`config.mk`:
```
export PLATFORM = sky130hd
export DESIGN_NAME = order_4s
export DESIGN_NICKNAME = d
export VERILOG_FILES = /design/src/rtl/order_4s.sv
export SDC_FILE = /design/constraint.sdc
export NUM_CORES = 1
export LEC_CHECK = 0
export CAP_MARGIN = 30
export CORE_MARGIN = 2
export CORE_UTILIZATION = 40
export DETAILED_ROUTE_END_ITERATION = 12
export PLACE_DENSITY = 0.54
export SLEW_MARGIN = 40
export SYNTH_ARGS = -nofsm -noshare
export SYNTH_HDL_FRONTEND = slang
export SYNTH_SLANG_ARGS = --single-unit
export TNS_END_PERCENT = 10
```
`constraint.sdc`:
```
create_clock -name clk_50M -period 2.8 [get_ports clk_50M]
set_input_delay 0.28 -clock clk_50M [delete_from_list [all_inputs] [get_ports clk_50M]]
set_output_delay 0.28 -clock clk_50M [all_outputs]
set_load 0.01 [all_outputs]
```
`src/rtl/order_4s.sv`:
```
// -----------------------------------------------------------------------------
// order_4s -- measurement frame sequencer for the ultrasound front end.
//
// After a start command the block repeats a fixed-length frame (4 s at 50 MHz
// with the default parameters). It can also run exactly one frame. Each frame
// produces three pulses:
//   * start_test : marks frame cycle 0 (for the scope and for debug)
//   * Exc_start  : excitation trigger for the transmit driver
//   * AD_start   : delayed acquisition trigger for the ADC capture block
//
// A stop command, the end of a single frame or reset returns the block to idle.
//
// Ports
//   clk_50M    in   1  system clock, rising edge
//   rst_n      in   1  asynchronous active-low reset
//   command    in   3  1 = run continuous, 2 = stop, 3 = single frame,
//                      any other code does nothing
//   start      out  1  high while a sequence is active
//   start_test out  1  one-cycle pulse at frame cycle 0
//   Exc_start  out  1  high for frame cycles 0 .. EXC_WIDTH-1
//   AD_start   out  1  high for frame cycles AD_DELAY .. AD_DELAY+AD_WIDTH-1
// -----------------------------------------------------------------------------
module order_4s #(
  parameter int unsigned PERIOD_CYCLES = 200_000_000,
  parameter int unsigned EXC_WIDTH     = 5,
  parameter int unsigned AD_DELAY      = 500,
  parameter int unsigned AD_WIDTH      = 5
) (
  input  logic       clk_50M,
  input  logic       rst_n,
  input  logic [2:0] command,
  output logic       start,
  output logic       start_test,
  output logic       Exc_start,
  output logic       AD_start
);

  localparam int unsigned FW = $clog2(PERIOD_CYCLES);

  // The window bounds are compared one bit wider than the counter, because
  // AD_DELAY+AD_WIDTH and EXC_WIDTH may equal PERIOD_CYCLES, and that value
  // does not always fit in FW bits.
  localparam logic [FW-1:0] FCNT_LAST = FW'(PERIOD_CYCLES - 1);
  localparam logic [FW:0]   EXC_END   = (FW + 1)'(EXC_WIDTH);
  localparam logic [FW:0]   AD_BEGIN  = (FW + 1)'(AD_DELAY);
  localparam logic [FW:0]   AD_END    = (FW + 1)'(AD_DELAY + AD_WIDTH);

  localparam logic [2:0] CMD_RUN    = 3'h1;
  localparam logic [2:0] CMD_STOP   = 3'h2;
  localparam logic [2:0] CMD_SINGLE = 3'h3;

  typedef enum logic [1:0] {
    ST_IDLE,
    ST_RUN,
    ST_SINGLE
  } state_t;

  state_t        state_q, state_d;
  logic [FW-1:0] fcnt_q, fcnt_d;
  logic [FW-1:0] fcnt_inc;
  logic          fcnt_last;
  logic          active_d;
  logic          start_q, start_d;
  logic          start_test_q, start_test_d;
  logic          exc_q, exc_d;
  logic          ad_q, ad_d;

  always_comb begin
    state_d   = state_q;
    fcnt_d    = fcnt_q;
    fcnt_last = (fcnt_q == FCNT_LAST);
    // The wrap goes straight from the last cycle to 0, so frames follow each
    // other with no dead cycle in between.
    fcnt_inc  = fcnt_last ? '0 : fcnt_q + FW'(1);

    case (state_q)
      ST_IDLE: begin
        fcnt_d = '0;
        if (command == CMD_RUN) begin
          state_d = ST_RUN;
        end else if (command == CMD_SINGLE) begin
          state_d = ST_SINGLE;
        end
      end
      ST_RUN: begin
        // Run and single commands are ignored here, so the frame never restarts.
        if (command == CMD_STOP) begin
          state_d = ST_IDLE;
          fcnt_d  = '0;
        end else begin
          fcnt_d = fcnt_inc;
        end
      end
      ST_SINGLE: begin
        if (command == CMD_STOP || fcnt_last) begin
          state_d = ST_IDLE;
          fcnt_d  = '0;
        end else begin
          fcnt_d = fcnt_inc;
        end
      end
      default: begin
        state_d = ST_IDLE;
        fcnt_d  = '0;
      end
    endcase

    // The outputs are decoded from the next state and the next count, so they
    // register on the same edge as the state. A start shows frame cycle 0 on
    // the edge that samples the command. A stop clears every output on the
    // edge that samples it.
    active_d     = (state_d != ST_IDLE);
    start_d      = active_d;
    start_test_d = active_d && (fcnt_d == '0);
    exc_d        = active_d && ({1'b0, fcnt_d} < EXC_END);
    ad_d         = active_d && ({1'b0, fcnt_d} >= AD_BEGIN) && ({1'b0, fcnt_d} < AD_END);
  end

  always_ff @(posedge clk_50M or negedge rst_n) begin
    if (!rst_n) begin
      state_q      <= ST_IDLE;
      fcnt_q       <= '0;
      start_q      <= 1'b0;
      start_test_q <= 1'b0;
      exc_q        <= 1'b0;
      ad_q         <= 1'b0;
    end else begin
      state_q      <= state_d;
      fcnt_q       <= fcnt_d;
      start_q      <= start_d;
      start_test_q <= start_test_d;
      exc_q        <= exc_d;
      ad_q         <= ad_d;
    end
  end

  assign start      = start_q;
  assign start_test = start_test_q;
  assign Exc_start  = exc_q;
  assign AD_start   = ad_q;

endmodule

```
After elaboration in Yosys (flattened, before gate mapping) --
Index checks and enable logic that the tools add are counted.
Cells by class: add/subtract/negate cells 1, $lt $le $gt $ge 3, reduce and logical (&&, ||, !) cells 8, muxes and demuxes 9, equality and inequality tests 6
Operators by type and width (count):
- $mux W28 | 3
- $pmux W28 S2 | 1
- $add A28 B1 Y28 const B | 1
- $eq A28 B28 Y1 const B | 1
- $ge A28 B9 Y1 const B | 1
- $logic_not A28 Y1 | 1
- $lt A28 B3 Y1 const B | 1
- $lt A28 B9 Y1 const B | 1
- $mux W2 | 4
- $eq A3 B2 Y1 const B | 2
- $pmux W2 S3 | 1
- $logic_and A1 B1 Y1 | 4
- $eq A3 B1 Y1 const B | 1
- $eq A2 B1 Y1 const B | 1
- $eq A2 B2 Y1 const B | 1
- $logic_not A2 Y1 | 1
- $reduce_bool A2 Y1 | 1
- $logic_or A1 B1 Y1 | 1
Storage, ports and cells: logic and storage cells 33, bits in registers 34, bits of input ports 5, output and inout port bits 4

Logic depth before layout (Yosys ltp) --
depth after elaboration 7, depth in mapped cells 11

Least setup slack after synthesis --
OpenSTA, ideal clock, no wires.
path kind flip-flop to flip-flop, start register fcnt_q[1], end register exc_q (netlist: Exc_start), slack 0.189 ns, setup time 0.105 ns, required time 2.695 ns, cell stages (with the launch flop) 11, arrival time 2.506 ns, cells stage by stage dfrtp_1 > ha_1 > buf_4 > and4_1 > buf_2 > nand2_2 > or4_1 > mux2i_1 > nor4b_1 > a31oi_1 > nor4b_1
Between the ends: longest elaborated chain between the ends 6, elaborated cells between the ends (all ways) 12, classes of those cells 1 x add/sub; 1 x order compare; 1 x eq/ne; 6 x mux; 3 x reduce/logical
Ends and longest elaborated chain:
- start: declaration | line 59 | logic [FW-1:0] fcnt_q, fcnt_d;
- start signal: assignment | line 129 | fcnt_q <= fcnt_d;
- $add A28 B1 Y28 / $eq A28 B28 Y1 (equally long branches) | line 74, 71
- $mux W28 / $logic_or A1 B1 Y1 (equally long branches) | line 74, 95
- $mux W28, or another cell as far along | line 95 | if (command == CMD_STOP || fcnt_last) begin
- $pmux W28 S2 / $pmux W2 S3 (equally long branches) | line 76 | case (state_q)
- $lt A28 B3 Y1 / $reduce_bool A2 Y1 (equally long branches) | line 115, 112
- $logic_and A1 B1 Y1 (*) | line 115 | exc_d = active_d && ({1'b0, fcnt_d} < EXC_END);
- net exc_d | line 65 | logic exc_q, exc_d;
- end signal: assignment | line 125 | exc_q <= 1'b0;
- end signal: assignment | line 132 | exc_q <= exc_d;
- end: declaration | line 65
Mark *: on every way through the listed nets, which the timed path passes. The rest lies on a longest branch.

Final worst setup path --
start register fcnt_q[0], end register exc_q (netlist: Exc_start)
The elaborated chain is that of the path after synthesis.

==> results.md <==
* Vias in the first global route at 1725
* Skew-Pair Late Insertion Delay at 0.29 ns
* Maximum root-to-sink buffer count at 2
* Crit-path cells: ha_1 > and4_1 > nand2_2 > or4_1 > mux2i_1 > nor4b_2 > a31oi_2 > nor4b_1
* CTS Root Cell: clkbuf_8
* Overall die area at 6120 µm²
* Setup-failing EPs final at 0
* Final layout net count at 272
* Rows at 27
* Largest net degree at the start of global routing at 35
* Peak fanout along the critical path at 8
* First-pass GRT wire length at 8.38 mm
* Wirelength per Cell at 14.5 µm
* Main synth FF type: dfrtp_1
* GRT Util Overall at 17.6%
* Total negative slack at 0 ns
* Seq/Total Area, Yosys at 38.6%
* Initial antenna violation count at 0
* RSZ-0062 raised after global routing: false
* Reg2reg setup slack at 0.17 ns
* Remaining DRCs at 0
* Mapped Area at 2200 µm²
* First-pass DRT Iterations at 4
* Clock Sinks at 34
* Ports at 9
* Data required time of the worst path at 2.98 ns
* Hold crit path type: in -> async
* Maxcap violations at 0
* Starting Density at 40.8%
* Synth cell count leaders: 36 x nor2_1, 34 x dfrtp_1, 18 x nand3_1, 16 x xor2_1
* Initial DRC count at 70
* Port Buf Inserts at 8
* Leak at 0.968 nW
* Synth unique cells at between 40 and 50
* CP max stage delay at 0.60 ns
* Worst path slowest cell: or4_1
* Die X-Extent at a little under 80 µm
* Syn Nets at 259
* Area Overhead vs Synth at 12.8%
* Max H-tree Level at 2
* Final slew viol count at 0
* ANT cells at 0
* Top-count cell post-synth: nor2_1
* Yosys synthesis warning count at 0
* CP Class: reg -> reg
* CP endpoint kind: flip-flop
* Post-synth EDFFs at 0
* Total gr overflow at 0
* Synthesized flop and latch total at 34
* Fin. Hold Viols at 0
* Via Count at 1761
* Avg Cell Area, Syn at 8.85 µm²
* Routed WL at 4.85 mm
* Status: finished clean
* Clk slew on worst S/H paths at 0.07 ns
* R2R Path Start: fcnt_q[0]
* Reg-to-Reg End: Exc_start
* Worst Path Arrival at 2.81 ns
* Core ar. at roughly 5400 µm²
* Fmax at 380 MHz
* Buf+Inv Stages, Crit Path at 0
* Die Y at 78.2 µm
* Clock Skew at 0.00681 ns
* Top post-synthesis cells by area: dfrtp_1 39%, xor2_1 6.4%, nor2_1 6.1%
* Share of cells above drive strength 1 at 11.5%
* Top Family by Delay on Critical Path: simple AND/OR/NAND/NOR gates
* DP HPWL at between 3 and 4 mm
* Worst slew pin tran at roughly 0.52 ns
* Reg2reg path depth at 8
* Slew headroom at 65.1%
* CTS tree: yes
* Worst Setup Start Kind: flip-flop
* Vias per inst at 5.27
* Ys async rst share at 100%
* Synth Instances at 249
* Hold slack at 0.401 ns
* VDD IR max at 0.000214 V
* Min cycle time layout at 2.63 ns
* Area leader, netlist: dfrtp_1
* Period utilization at 94.0%
* Clock buffer count from CTS at 5
* PwrDens at roughly 480 nW/µm²
* Share of the synthesized area in the top cell type at 38.6%
* Antenna viol nets, final at 0
* GP Congestion at 0.793
==> through the flow <==
stage               worst slack, ns  std cells  area [µm²]  total power, W  utilization, %
floorplan                     0.189        249        2200        0.000740               -
global placement              0.244        327        2380        0.000855            44.1
detailed placement            0.169        327        2380        0.000853            44.1
CTS                          0.0403        334        2460         0.00120            45.5
global route                0.00205        334        2480         0.00127            46.0
finish                        0.169        334        2480         0.00119            46.0
==> timing repair <==
action | in CTS | in global routing
setup endpoints to repair | 0 | 2
hold buffers | 0 | 0
buffers inserted | 0 | 0
gates resized for setup | 0 | 5
==> area by class of cell <==
type | instances | area, µm²
clock buffer | 7 | 76.3
fill | 532 | 2920
inverter | 6 | 22.5
multi-input combinational | 194 | 1270
sequential | 34 | 852
tap | 72 | 90.1
timing repair buffer | 21 | 178
==> flip-flops by register name (all words and copies together) (netlist names) <==
name and count:
fcnt_q 28, start 1, state_q 2, AD_start 1
start_test 1, Exc_start 1
==> layer usage <==
layer | up-vias | wire length (µm) | global-route usage, %
met5 | - | 0 | 0
met4 | 0 | 63 | 5.26
met3 | 7 | 131 | 3.79
met2 | 23 | 2150 | 27.3
met1 | 825 | 2500 | 24.7
li1 | 906 | - | -
==> cell families after synthesis <==
logic type	synth area share [%]
flops	38.6
compound gates	9.54
buf+inv	5.00
simple gates	31.1
xor+xnor	11.5
fa+ha+maj	2.84
mux	1.36
==> report_power, final <==
group	switching (W)	leakage [nW]	internal (W)
Sequential	0.0000240	0.468	0.000528
Clock	0.000166	0.0383	0.000171
Combinational	0.000173	0.462	0.000123
==> cell usage in the layout (no fill, tap or decap), types with 6 or more instances in the layout <==
cell             Yosys  final
a21oi_1              8      8
buf_4                3     13
clkdlybuf4s50_1      0      8
dfrtp_1             34     33
inv_1                6      6
nand2_1             13     13
nand3_1             18     18
nand4_1              8      8
nor2_1              36     36
nor3_1              11     10
xnor2_1             13     13
xor2_1              16     16
==> worst max path at each step <==
| stage | startpoint | end | slack [ns] | depth (start not counted) |
|---|---|---|---|---|
| final | fcnt_q[0] | Exc_start | 0.17 | 8 |
| after global routing | fcnt_q[0] | Exc_start | 0.002 | 8 |
| after CTS | fcnt_q[0] | start_test | 0.04 | 8 |
| after detailed placement | fcnt_q[0] | start_test | 0.17 | 8 |
| after global placement | fcnt_q[0] | start_test | 0.24 | 8 |
| after floorplan | fcnt_q[1] | Exc_start | 0.19 | 10 |
==> worst register-to-register path, stage by stage, from the launching register on <==
cell	delay, ns
dfrtp_2	0.41
ha_1	0.17
and4_1	0.24
nand2_2	0.13
or4_1	0.60
mux2i_1	0.17
nor4b_2	0.33
a31oi_2	0.17
nor4b_1	0.29
Power figures use the tool's default switching activity.
